[src/rtl/instr_exec_ctrl.sv]
// Four-state (IDLE/READ/EXEC/WB) controller that executes one 8-bit
// instruction at a time against an external 4-entry register file.
module instr_exec_ctrl (
  input  logic       clk,
  input  logic       rst,
  input  logic       instr_valid,
  input  logic [7:0] instr,
  output logic       instr_ready,
  input  logic [7:0] rs1_data,
  input  logic [7:0] rs2_data,
  output logic       rf_we,
  output logic [1:0] rf_rd,
  output logic [1:0] rf_rs1,
  output logic [1:0] rf_rs2,
  output logic [7:0] rf_wd,
  output logic       retire,
  output logic       zero_flag,
  output logic       carry_flag,
  output logic       busy
);

  localparam int unsigned DW = 8;

  localparam logic [1:0] OP_ADD = 2'b00;
  localparam logic [1:0] OP_SUB = 2'b01;
  localparam logic [1:0] OP_AND = 2'b10;

  typedef enum logic [1:0] {
    IDLE = 2'd0,
    READ = 2'd1,
    EXEC = 2'd2,
    WB   = 2'd3
  } state_t;

  state_t        state;
  state_t        state_next;
  logic          accept;

  logic [DW-1:0] instr_q;
  logic [DW-1:0] op_a;
  logic [DW-1:0] op_b;
  logic [DW-1:0] result_q;
  logic          carry_q;
  logic          carry_wr_q;

  logic [DW:0]   sum;
  logic [DW-1:0] alu_res;
  logic          alu_carry;
  logic          alu_carry_wr;

  // Register indices always come from the latched instruction.
  assign rf_rd  = instr_q[5:4];
  assign rf_rs1 = instr_q[3:2];
  assign rf_rs2 = instr_q[1:0];

  // State register.
  always_ff @(posedge clk) begin
    if (rst) state <= IDLE;
    else     state <= state_next;
  end

  // Next-state logic; accept marks the instruction handshake.
  always_comb begin
    state_next = state;
    accept     = 1'b0;
    case (state)
      IDLE: begin
        if (instr_valid) begin
          state_next = READ;
          accept     = 1'b1;
        end
      end
      READ:    state_next = EXEC;
      EXEC:    state_next = WB;
      WB:      state_next = IDLE;
      default: state_next = IDLE;
    endcase
  end

  // ALU over the captured operands; AND/LI do not touch carry.
  always_comb begin
    sum          = {1'b0, op_a} + {1'b0, op_b};
    alu_res      = '0;
    alu_carry    = 1'b0;
    alu_carry_wr = 1'b0;
    case (instr_q[7:6])
      OP_ADD: begin
        alu_res      = sum[DW-1:0];
        alu_carry    = sum[DW];
        alu_carry_wr = 1'b1;
      end
      OP_SUB: begin
        alu_res      = op_a - op_b;
        alu_carry    = (op_a < op_b);
        alu_carry_wr = 1'b1;
      end
      OP_AND:  alu_res = op_a & op_b;
      default: alu_res = {4'b0000, instr_q[3:0]};
    endcase
  end

  // Instruction latch, operand capture and result register.
  always_ff @(posedge clk) begin
    if (rst) begin
      instr_q    <= '0;
      op_a       <= '0;
      op_b       <= '0;
      result_q   <= '0;
      carry_q    <= 1'b0;
      carry_wr_q <= 1'b0;
    end else begin
      if (accept) instr_q <= instr;
      if (state == READ) begin
        op_a <= rs1_data;
        op_b <= rs2_data;
      end
      if (state == EXEC) begin
        result_q   <= alu_res;
        carry_q    <= alu_carry;
        carry_wr_q <= alu_carry_wr;
      end
    end
  end

  // Registered outputs decoded from the upcoming state; flags commit on leaving WB.
  always_ff @(posedge clk) begin
    if (rst) begin
      instr_ready <= 1'b1;
      busy        <= 1'b0;
      rf_we       <= 1'b0;
      retire      <= 1'b0;
      rf_wd       <= '0;
      zero_flag   <= 1'b0;
      carry_flag  <= 1'b0;
    end else begin
      instr_ready <= (state_next == IDLE);
      busy        <= (state_next != IDLE);
      rf_we       <= (state_next == WB);
      retire      <= (state_next == WB);
      rf_wd       <= (state_next == WB) ? alu_res : DW'(0);
      if (state == WB) begin
        zero_flag <= (result_q == DW'(0));
        if (carry_wr_q) carry_flag <= carry_q;
      end
    end
  end

endmodule
[config.mk]
export PLATFORM = sky130hd
export DESIGN_NAME = instr_exec_ctrl
export DESIGN_NICKNAME = d
export VERILOG_FILES = /design/src/rtl/instr_exec_ctrl.sv
export SDC_FILE = /design/constraint.sdc
export NUM_CORES = 1
export LEC_CHECK = 0
export CAP_MARGIN = 20
export CORE_MARGIN = 10
export CORE_UTILIZATION = 48
export DETAILED_ROUTE_END_ITERATION = 8
export PLACE_DENSITY_LB_ADDON = 0.08
export SKIP_CTS_REPAIR_TIMING = 1
export SYNTH_ARGS = -nofsm -noshare
export SYNTH_HDL_FRONTEND = slang
export SYNTH_SLANG_ARGS = --single-unit
[constraint.sdc]
create_clock -name clk -period 2.4 [get_ports clk]
set_clock_uncertainty 0.15 [all_clocks]
set_input_delay 0.48 -clock clk [delete_from_list [all_inputs] [get_ports clk]]
set_output_delay 0.48 -clock clk [all_outputs]
set_load 0.1 [all_outputs]
==> results of run 1 <==
kinds of logic (layout without fill, tap and decap cells):
kind of cell | count (synthesis) | after routing | share of synthesized area (%)
fa+ha+maj | 23 | 23 | 11.08
compound gates | 66 | 66 | 16.34
xor+xnor | 4 | 4 | 1.282
simple gates | 102 | 102 | 18.58
buf+inv | 40 | 85 | 9.016
mux | 20 | 20 | 7.826
flops | 49 | 49 | 35.88
cell type report:
type	instances	area share, %
Multi-Input combinational cell	215	46.69
Clock inverter	3	0.8043
Sequential cell	49	30.03
Inverter	18	2.068
Clock buffer	5	2.106
Tap cell	72	2.758
Timing Repair Buffer	59	15.55
routing by layer:
metal	vias up	routed length [um]	track usage [%]	share of wire, %
li1	1146	-	-	-
met1	1034	2895	17.64	47
met2	56	2853	20.91	46
met3	9	335	3.771	5.4
met4	0	105	5.528	1.7
met5	-	0	0	0
worst reg2reg max path, delay by kind of cell, from the launching register on:
kind / cells / cell delay (ps)
AO/OA/AOI/OAI: 4 / 600
buffers and inverters: 2 / 110
AND/OR/NAND/NOR: 2 / 580
adder cells (fa/ha/maj): 2 / 500
flip-flops: 1 / 320
sequential cells by signal (all words and copies together) (netlist names), 2 cells and up:
| name | flops |
|---|---|
| instr_q | 8 |
| op_a | 8 |
| result_q | 8 |
| rf_wd | 8 |
| state | 2 |
| op_b | 8 |
metrics by stage:
step / utilization [%] / setup slack (ps) / power, uW / hold slack [ps] / setup TNS, ps
3_3_place_gp: 57.26 / 26.43 / 2918 / 291.2 / 0
5_1_grt: 59.33 / -5.468 / 3707 / 338.0 / -5.468
4_1_cts: 58.99 / -11.40 / 3459 / 318.3 / -14.11
6_report: 59.33 / 81.75 / 3468 / 315.4 / 0
2_1_floorplan: - / 134.1 / 2608 / 276.4 / 0
3_5_place_dp: 57.26 / 15.17 / 2939 / 294.2 / 0
power by group through the flow:
stage          clock network, uW  registers (uW)  logic, uW
2_1_floorplan                  0            1340       1270
3_3_place_gp                   0            1110       1800
3_5_place_dp                   0            1120       1820
4_1_cts                      534            1100       1820
5_1_grt                      560            1130       2020
6_report                     520            1100       1850
cells in the mapped netlist, drive strengths merged, types with 2 or more instances:
library cell   n  area (sq um)
a211oi         4         35.03
a21o           6         46.30
a21oi         21         105.1
a221oi         2         17.52
a31oi          3         18.77
a41oi          2         17.52
buf           14         118.9
clkbuf         8         60.06
dfxtp         49         980.9
fa             2         40.04
ha            21         262.8
inv           18         67.56
mux2i         18         180.2
nand2         20         75.07
nand2b         8         50.05
nand3         11         55.05
nor2          36         135.1
nor2b          4         25.02
nor3           3         20.02
nor3b          3         22.52
nor4           4         25.02
nor4b          2         17.52
o211ai         3         27.52
o21a           4         30.03
o21ai          9         45.04
o22a           2         17.52
or2            2         12.51
or4            4         30.03
xnor2          3         26.28
path summary, 6_finish.rpt:
check / startpoint / endpoint / depth (start not counted)
max: op_a[0] / result_q[6] / 10
min: instr_q[4] / instr_q[4] / 2
max reg2reg: op_a[0] / result_q[6] / 10
min reg2reg: instr_q[4] / instr_q[4] / 2
placed cells by master (no fill, tap or decap), drive strengths merged, types with 3 or more instances in the layout:
| master | synthesis | layout |
|---|---|---|
| buf | 14 | 33 |
| o211ai | 3 | 3 |
| inv | 18 | 19 |
| a211oi | 4 | 4 |
| nand2 | 20 | 20 |
| nor4 | 4 | 4 |
| nor2b | 4 | 4 |
| o21a | 4 | 4 |
| or4 | 4 | 4 |
| a31oi | 3 | 3 |
| ha | 21 | 21 |
| a21oi | 21 | 21 |
| dfxtp | 49 | 49 |
| nand2b | 8 | 8 |
| nor3 | 3 | 3 |
| mux2i | 18 | 18 |
| o21ai | 9 | 9 |
| nor2 | 36 | 36 |
| xnor2 | 3 | 3 |
| a21o | 6 | 6 |
| nor3b | 3 | 3 |
| clkdlybuf4s50 | 0 | 26 |
| clkbuf | 8 | 5 |
| nand3 | 11 | 11 |
==> results by group, run 1 <==
Outcome
  – Result of the run: complete, no violations

Clock tree
  – Root Buffer Master: clkbuf_8
  – CTS H-tree lvls: 2
  – Clock sink total: 49
  – CTS tree: done
  – Clock latency on the worst-skew pair: 310 ps
  – Clk buf depth: 2
  – Clock-pin slew of the registers on the worst-case setup and hold paths: 90 ps
  – Clock buffer count from CTS: 5

Timing
  – Highest Clock Rate: 0.4314 GHz
  – Actual transition at the worst max-transition pin: 450.1 ps
  – Final-report setup violation count: 0
  – Final critical-path share of the clock period: between 90% and 100%
  – Clock period minus worst slack: 2318 ps
  – Rel. slew slack: 69.95%
  – Endpoints failing hold: 0
  – Slew Limit Fails: 0

Job
  – Reported max-cap violation count: 0

Floorplanning
  – Cell Rows: 27
  – Die outline area: 0.009115 sq mm
  – Initial Utilization: 49.65%
  – Boundary Pins: 47
  – Area of the core region: roughly 0.0055 sq mm
  – Overall die width: 95.47 um
  – Height of the die: 95.47 um

Logic synthesis
  – Post-synth EDFFs: 0
  – Yosys warnings: 0
  – Number of library cell types mapped by synthesis: 55
  – Leading register cell type out of synthesis: dfxtp_1
  – Synthesized area: 0.002734 sq mm
  – Part of the Yosys area used for sequential elements: 35.88%
  – Number of synthesized register bits: 49
  – Synth Instances: approximately 300
  – Syn Area/Cell: 8.993 sq um
  – Nets in the synthesized netlist: 354
  – Post-synthesis async set-or-reset flop share: 0%

Global routing
  – Initial antenna violation count: 0
  – All-Layer GR Usage: 13.62%
  – Number of global-route vias before repair: 2,128
  – Global-route wire length before repair: 10.07 mm
  – Grt ovf: 0
  – Largest net degree at the start of global routing: 24

Layout
  – Area delta synth->final: 19.50%
  – Number of nets at the end of the flow: 398
  – Final Instance Area: 0.003267 sq mm
  – Layout fillers: 502
  – Share of cells above drive strength 1: 16.62%
  – Storage element area: 980.9 sq um
  – Final std cells w/o fill: 421
  – Antenna diode instance count: 0
  – Combined area of the multi-input logic cells: about 0.0015 sq mm

Worst setup path
  – Most Frequent Cell on Critical Path: inv_1
  – Arr. time, crit path: approximately 2400 ps
  – Category of the most critical setup path: flop to flop
  – Number of buffers and inverters on the critical path: 2
  – Worst-path fanout max: 2
  – Critical Path Max Stage Delay: 490 ps
  – Startpoint Class: flop
  – Slowest-stage cell, CP: or4b_1
  – Cell family contributing the most delay on the critical path: compound AO/OA/AOI/OAI gates
  – Kind of end point of the critical path: flop
  – Critical Path, Cell by Cell: inv_1 > ha_1 > inv_1 > fa_2 > a211oi_2 > nor2_1 > or4b_1 > a21oi_2 > a211oi_1 > o211ai_2
  – Required time of the critical path: 2500 ps
  – Setup slack on the worst flop-to-flop path: 80 ps

Power
  – Power density over cell area: 1062 mW/mm^2
  – Clk network pwr share: about 15%
  – Cell-internal power: 1885 uW
  – VDD IR max: 0.4459 mV
  – Register share of total power: approximately a third
  – Switching Share: 45.65%
  – Share of power burned in combinational logic: 53.4%
  – Sw Pwr: between 1500 and 2000 uW
  – Leak pwr: 0.001354 uW

Drt
  – Vias per cell: 5.333
  – Number of remaining DRC errors: 0
  – Detailed-router iteration count before antenna repair: 5
  – Final routed wirelength across all metal layers: 6.190 mm
  – Detailed-route via count: 2,245
  – First-iteration detailed-routing DRC count: 178
  – Routed wirelength normalized by instance count: around 15 um
  – Number of nets still failing antenna checks after routing: 0

Placement
  – Estimated wirelength of the detail-placed design: 4.769 mm
  – Final weighted congestion of routability-driven global placement: 0.8701
  – Placed cell count: 413
  – Dpl cell area: 0.003153 sq mm
  – Quantity of I/O buffers inserted on ports: 46

Hold path
  – Path class of the lowest-slack min-delay path: flop to flop
Note: power is estimated with default switching activity, not from simulation.
==> run 2: changes to the inputs <==
--- a/config.mk
+++ b/config.mk
@@ -7,9 +7,10 @@
 export LEC_CHECK = 0
 export CAP_MARGIN = 20
 export CORE_MARGIN = 10
-export CORE_UTILIZATION = 48
+export CORE_UTILIZATION = 51
 export DETAILED_ROUTE_END_ITERATION = 8
 export PLACE_DENSITY_LB_ADDON = 0.08
+export REMOVE_ABC_BUFFERS = 1
 export SKIP_CTS_REPAIR_TIMING = 1
 export SYNTH_ARGS = -nofsm -noshare
 export SYNTH_HDL_FRONTEND = slang
==> constraint.sdc (replaced) <==
create_clock -name clk -period 2.7 [get_ports clk]
set_clock_uncertainty 0.15 [all_clocks]
set_input_delay 0.54 -clock clk [delete_from_list [all_inputs] [get_ports clk]]
set_output_delay 0.54 -clock clk [all_outputs]
set_load 0.1 [all_outputs]
==> run 2 against run 1 <==
Utilization rose by 2.8 points. Die area fell by 4.7%. Register-to-register slack improved by 130 ps. Largest cell class unchanged. Largest power group unchanged.
==> results by group, run 2 (synthesis gave the netlist of run 1 again) <==
Timing
  – Worst Hold Margin: 306.4 ps (was 315.4 ps)
  – Final critical-path share of the clock period: 92.28% (was 96.59%)
  – Actual transition at the worst max-transition pin: 591.6 ps (was 450.1 ps)
  – Rel. slew slack: 59.54% (was 69.95%)
  – Clock period minus worst slack: 2492 ps (was 2318 ps)
  – Slew Limit Fails: 0 (unchanged)
  – Final-report setup violation count: 0 (unchanged)
  – Setup repair after global routing missed its margin: no
  – Highest Clock Rate: 0.4013 GHz (was 0.4314 GHz)
  – Endpoints failing hold: 0 (unchanged)
  – Setup TNS Final: 0 ps (unchanged)

Clock tree
  – CTS H-tree lvls: 2 (unchanged)
  – Clock sink total: 49 (unchanged)
  – Clock buffer count from CTS: 5 (unchanged)
  – CTS tree: done (unchanged)
  – Clock-pin slew of the registers on the worst-case setup and hold paths: 90 ps (about the same)
  – Root Buffer Master: clkbuf_8 (unchanged)
  – Clk buf depth: 2 (unchanged)
  – Clock latency on the worst-skew pair: 300 ps (was 310 ps)

Placement
  – Dpl cell area: 0.003090 sq mm (was 0.003153 sq mm)
  – Estimated wirelength of the detail-placed design: 4.631 mm (was 4.769 mm)
  – Final weighted congestion of routability-driven global placement: 0.8882 (was 0.8701)
  – Quantity of I/O buffers inserted on ports: 46 (unchanged)

Power
  – Cell-internal power: 1726 uW (was 1885 uW)
  – VDD IR max: 0.7371 mV (was 0.4459 mV)
  – Clk network pwr share: 16.4% (was 15.0%)
  – Register share of total power: 31.8% (was 31.7%)
  – Share of power burned in combinational logic: 51.7% (was 53.4%)
  – Power density over cell area: 964.7 mW/mm^2 (was 1062 mW/mm^2)
  – Leak pwr: 0.001329 uW (was 0.001354 uW)
  – Switching Share: 43.97% (was 45.65%)
  – Sw Pwr: 1355 uW (was 1583 uW)

Layout
  – Final Instance Area: 0.003194 sq mm (was 0.003267 sq mm)
  – Area delta synth->final: 16.84% (was 19.50%)
  – Most common library cell in the layout ignoring fill and taps: dfxtp_1 (unchanged)
  – Top library cells by usage in the layout, fill and taps aside: dfxtp_1, nor2_1, clkdlybuf4s50_1, buf_4 (was dfxtp_1, nor2_1, buf_4, clkdlybuf4s50_1, nand2_1)
  – Number of nets at the end of the flow: 390 (was 398)
  – Antenna diode instance count: 0 (unchanged)
  – Share of cells above drive strength 1: 12.65% (was 16.62%)
  – Final core utilization: 62.15% (was 59.33%)

Drt
  – Vias per cell: 5.373 (was 5.333)
  – Detailed-router iteration count before antenna repair: 4 (was 5)
  – Detailed-route via count: 2,203 (was 2,245)
  – Number of nets still failing antenna checks after routing: 0 (unchanged)
  – First-iteration detailed-routing DRC count: 150 (was 178)
  – Number of remaining DRC errors: 0 (unchanged)
  – Routed wirelength normalized by instance count: 14.65 um (was 14.70 um)
  – Final routed wirelength across all metal layers: 6.007 mm (was 6.190 mm)

Floorplanning
  – Die outline area: 0.008689 sq mm (was 0.009115 sq mm)
  – Height of the die: 93.22 um (was 95.47 um)
  – Cell Rows: 26 (was 27)
  – Initial Utilization: 53.19% (was 49.65%)
  – Boundary Pins: 47 (unchanged)
  – Area of the core region: 0.005140 sq mm (was 0.005507 sq mm)
  – Overall die width: 93.22 um (was 95.47 um)

Worst setup path
  – Category of the most critical setup path: flop to flop (unchanged)
  – Slowest-stage cell, CP: a2111oi_0 (was or4b_1)
  – Critical Path Max Stage Delay: 580 ps (was 490 ps)
  – Arr. time, crit path: 2520 ps (was 2420 ps)
  – Required time of the critical path: 2730 ps (was 2500 ps)
  – Cell family contributing the most delay on the critical path: compound AO/OA/AOI/OAI gates (unchanged)
  – Kind of end point of the critical path: flop (unchanged)
  – Number of buffers and inverters on the critical path: 1 (was 2)
  – Startpoint Class: flop (unchanged)
  – Critical Path, Cell by Cell: inv_1 > ha_1 > nor3b_1 > a2111oi_0 > o21a_1 > nor3_2 > xnor2_1 > o22ai_1 (was inv_1 > ha_1 > inv_1 > fa_2 > a211oi_2 > nor2_1 > or4b_1 > a21oi_2 > a211oi_1 > o211ai_2)
  – Worst-path fanout max: 14 (was 2)

Job
  – Reported max-cap violation count: 0 (unchanged)

Global routing
  – Grt ovf: 0 (unchanged)
  – All-Layer GR Usage: 14.80% (was 13.62%)
  – Number of global-route vias before repair: 2,267 (was 2,128)
  – Global-route wire length before repair: 10.57 mm (was 10.07 mm)
  – Initial antenna violation count: 0 (unchanged)
  – Largest net degree at the start of global routing: 33 (was 24)

Hold path
  – Path class of the lowest-slack min-delay path: flop to flop (unchanged)

Outcome
  – Result of the run: complete, no violations (unchanged)
## run 2: cell count changes in the layout (fill, tap and decap cells not counted), sizes merged
| cell | before | now |
|---|---|---|
| buf | 33 | 25 |
| clkinvlp | 2 | 0 |
| bufinv | 0 | 1 |
| clkinv | 0 | 1 |
| inv | 19 | 18 |
## run 2: worst paths after layout
kind                            startpoint     endpoint  slack, ps  cells past startpoint
worst max-delay path               op_b[5]  result_q[7]        210                      8
worst min-delay path            carry_flag   carry_flag        310                      2
worst max register to register     op_b[5]  result_q[7]        210                      8
worst min register to register  carry_flag   carry_flag        310                      2
## run 2: worst min-delay path, cell delays in order, from the launching register on
cell	delay (ps)
dfxtp_1	320
nand2_1	50
a21oi_1	50
## run 2: final cells by class
cell class / count / area (sq um)
fill: 494 / 1946
clock inverter: 2 / 35.03
tap: 70 / 87.58
timing repair buffer: 51 / 447.9
sequential: 49 / 980.9
clock buffer: 5 / 68.82
multi-input combinational: 215 / 1506
inverter: 18 / 67.56
## run 2: metal layers
metal	wire length, um	global-route usage, %	vias up
met5	0	0	-
met4	68	5.398	0
met3	390	4.556	6
met2	2736	23.60	54
met1	2811	18.36	1016
li1	-	-	1127
## run 2: per-stage QoR
stage / std cells / setup WS [ps] / power, uW
after floorplan: 282 / 432.3 / 2216
after global placement: 403 / 188.1 / 2574
after detailed placement: 403 / 258.6 / 2593
after CTS: 410 / 242.0 / 3112
after global routing: 410 / 66.28 / 3304
final: 410 / 208.3 / 3081
## run 2: power groups by stage
stage	clock network (uW)	logic [uW]	registers, uW
4_1_cts	530	1600	982
2_1_floorplan	0	876	1340
3_3_place_gp	0	1580	994
3_5_place_dp	0	1600	998
5_1_grt	550	1750	1010
6_report	507	1590	981
==> run 3: changes to the inputs <==
==> constraint.sdc (replaced) <==
create_clock -name clk -period 2.7 [get_ports clk]
set_clock_uncertainty 0.15 [all_clocks]
set_input_delay 0.54 -clock clk [delete_from_list [all_inputs] [get_ports clk]]
set_output_delay 0.54 -clock clk [all_outputs]
set_load 0.05 [all_outputs]
==> run 3 against run 2 <==
Clock power up 8.7%. Maximum frequency down 1.3%. Sequential cell count unchanged. Critical path type unchanged. Final cell count up 0.24%. Die area unchanged.
==> results by group, run 3 (synthesis gave the netlist of run 1 again) <==
Drt
  – First-iteration detailed-routing DRC count: 227 (was 150)
  – Final routed wirelength across all metal layers: 6.121 mm (was 6.007 mm)
  – Vias per cell: 5.401 (was 5.373)
  – Routed wirelength normalized by instance count: 14.89 um (was 14.65 um)
  – Number of nets still failing antenna checks after routing: 0 (unchanged)
  – Detailed-router iteration count before antenna repair: 4 (unchanged)
  – Number of remaining DRC errors: 0 (unchanged)
  – Detailed-route via count: 2,220 (was 2,203)

Timing
  – Final-report setup violation count: 0 (unchanged)
  – Final critical-path share of the clock period: 93.47% (was 92.28%)
  – Slew Limit Fails: 0 (unchanged)
  – Highest Clock Rate: 0.3963 GHz (was 0.4013 GHz)
  – Actual transition at the worst max-transition pin: 506.5 ps (was 591.6 ps)
  – Clock period minus worst slack: 2524 ps (was 2492 ps)
  – Endpoints failing hold: 0 (unchanged)
  – Rel. slew slack: 65.36% (was 59.54%)
  – Setup TNS Final: 0 ps (unchanged)
  – Worst Hold Margin: 303.8 ps (was 306.4 ps)
  – Setup repair after global routing missed its margin: no (unchanged)

Layout
  – Share of cells above drive strength 1: 7.038% (was 12.65%)
  – Final std cells w/o fill: 411 (was 410)
  – Area delta synth->final: 19.27% (was 16.84%)
  – Top library cells by usage in the layout, fill and taps aside: dfxtp_1, clkdlybuf4s50_1, nor2_1, a21oi_1, ha_1 (was dfxtp_1, nor2_1, clkdlybuf4s50_1, buf_4)
  – Most common library cell in the layout ignoring fill and taps: dfxtp_1 (unchanged)
  – Number of nets at the end of the flow: 390 (unchanged)
  – Antenna diode instance count: 0 (unchanged)
  – Layout fillers: 486 (was 494)
  – Final core utilization: 63.44% (was 62.15%)

Clock tree
  – Clk buf depth: 2 (unchanged)
  – Clock-pin slew of the registers on the worst-case setup and hold paths: 100 ps (was 90 ps)
  – CTS tree: done (unchanged)
  – Root Buffer Master: clkbuf_8 (unchanged)
  – Clock buffer count from CTS: 5 (unchanged)
  – CTS H-tree lvls: 2 (unchanged)
  – Clock latency on the worst-skew pair: 310 ps (was 300 ps)
  – Clock sink total: 49 (unchanged)

Floorplanning
  – Initial Utilization: 53.19% (unchanged)
  – Overall die width: 93.22 um (unchanged)
  – Boundary Pins: 47 (unchanged)
  – Die outline area: 0.008689 sq mm (unchanged)
  – Height of the die: 93.22 um (unchanged)
  – Area of the core region: 0.005140 sq mm (unchanged)
  – Cell Rows: 26 (unchanged)

Worst setup path
  – Cell family contributing the most delay on the critical path: compound AO/OA/AOI/OAI gates (unchanged)
  – Startpoint Class: flop (unchanged)
  – Worst-path fanout max: 3 (was 14)
  – Most Frequent Cell on Critical Path: inv_1
  – Critical Path, Cell by Cell: inv_1 > ha_1 > inv_1 > fa_1 > a211oi_2 > nor2_1 > or4b_1 > a21oi_1 > a211oi_1 > o211ai_2 (was inv_1 > ha_1 > nor3b_1 > a2111oi_0 > o21a_1 > nor3_2 > xnor2_1 > o22ai_1)
  – Critical Path Max Stage Delay: 460 ps (was 580 ps)
  – Slowest-stage cell, CP: or4b_1 (was a2111oi_0)
  – Kind of end point of the critical path: flop (unchanged)
  – Required time of the critical path: 2790 ps (was 2730 ps)
  – Category of the most critical setup path: flop to flop (unchanged)
  – Arr. time, crit path: 2610 ps (was 2520 ps)
  – Number of buffers and inverters on the critical path: 2 (was 1)

Global routing
  – Grt ovf: 0 (unchanged)
  – Global-route wire length before repair: 10.59 mm (was 10.57 mm)
  – All-Layer GR Usage: 14.68% (was 14.80%)
  – Initial antenna violation count: 0 (unchanged)
  – Number of global-route vias before repair: 2,235 (was 2,267)
  – Largest net degree at the start of global routing: 33 (unchanged)

Placement
  – Placed cell count: 403 (unchanged)
  – Quantity of I/O buffers inserted on ports: 46 (unchanged)
  – Final weighted congestion of routability-driven global placement: 0.9109 (was 0.8882)
  – Estimated wirelength of the detail-placed design: 4.678 mm (was 4.631 mm)

Power
  – Switching Share: 40.28% (was 43.97%)
  – Register share of total power: 33.1% (was 31.8%)
  – Sw Pwr: 1198 uW (was 1355 uW)
  – Share of power burned in combinational logic: 48.4% (was 51.7%)
  – Clk network pwr share: 18.5% (was 16.4%)
  – Leak pwr: 0.001296 uW (was 0.001329 uW)
  – VDD IR max: 0.5900 mV (was 0.7371 mV)
  – Power density over cell area: 912.1 mW/mm^2 (was 964.7 mW/mm^2)
  – Cell-internal power: 1776 uW (was 1726 uW)

Hold path
  – Path class of the lowest-slack min-delay path: flop to flop (unchanged)

Job
  – Reported max-cap violation count: 0 (unchanged)

Outcome
  – Result of the run: complete, no violations (unchanged)
-- run 3: final timing paths --
| check | startpoint | endpoint | slack, ps | cells past startpoint |
|---|---|---|---|---|
| worst max-delay path | op_a[0] | result_q[6] | 180 | 10 |
| worst min-delay path | carry_flag | carry_flag | 300 | 2 |
| worst max register to register | op_a[0] | result_q[6] | 180 | 10 |
| worst min register to register | carry_flag | carry_flag | 300 | 2 |
-- run 3: area by class of cell --
type,instances,area [sq um],area share [%]
Tap cell,70,87.58,2.686
Inverter,18,67.56,2.072
Clock inverter,2,37.54,1.151
Clock buffer,6,82.58,2.533
Sequential cell,49,980.9,30.08
Timing Repair Buffer,51,498.0,15.27
Multi-Input combinational cell,215,1506,46.20
-- run 3: through the flow --
stage	worst slack [ps]	total power (uW)	instance area, sq um
2_1_floorplan	432.3	2031	2555
3_3_place_gp	301.2	2410	3141
3_5_place_dp	250.7	2430	3141
4_1_cts	194.7	2984	3261
5_1_grt	20.09	3192	3261
6_report	176.3	2974	3261
-- run 3: per-layer routing --
layer  track usage [%]  routed length (um)
met1             18.19                2906
met2             23.42                2738
met3             4.876                 392
met4             4.756                  82
met5                 0                   0
-- run 3: power groups by stage --
| stage | registers (uW) | logic (uW) | clock network (uW) |
|---|---|---|---|
| after floorplan | 1150 | 876 | 0 |
| after global placement | 995 | 1420 | 0 |
| after detailed placement | 999 | 1430 | 0 |
| after CTS | 984 | 1440 | 561 |
| after global routing | 1010 | 1590 | 595 |
| final | 983 | 1440 | 551 |
-- run 3: tightest hold or removal path, cell delays in order (launching register included) --
cell and delay [ps]:
dfxtp_1 310, nand2_1 50, a21oi_1 50
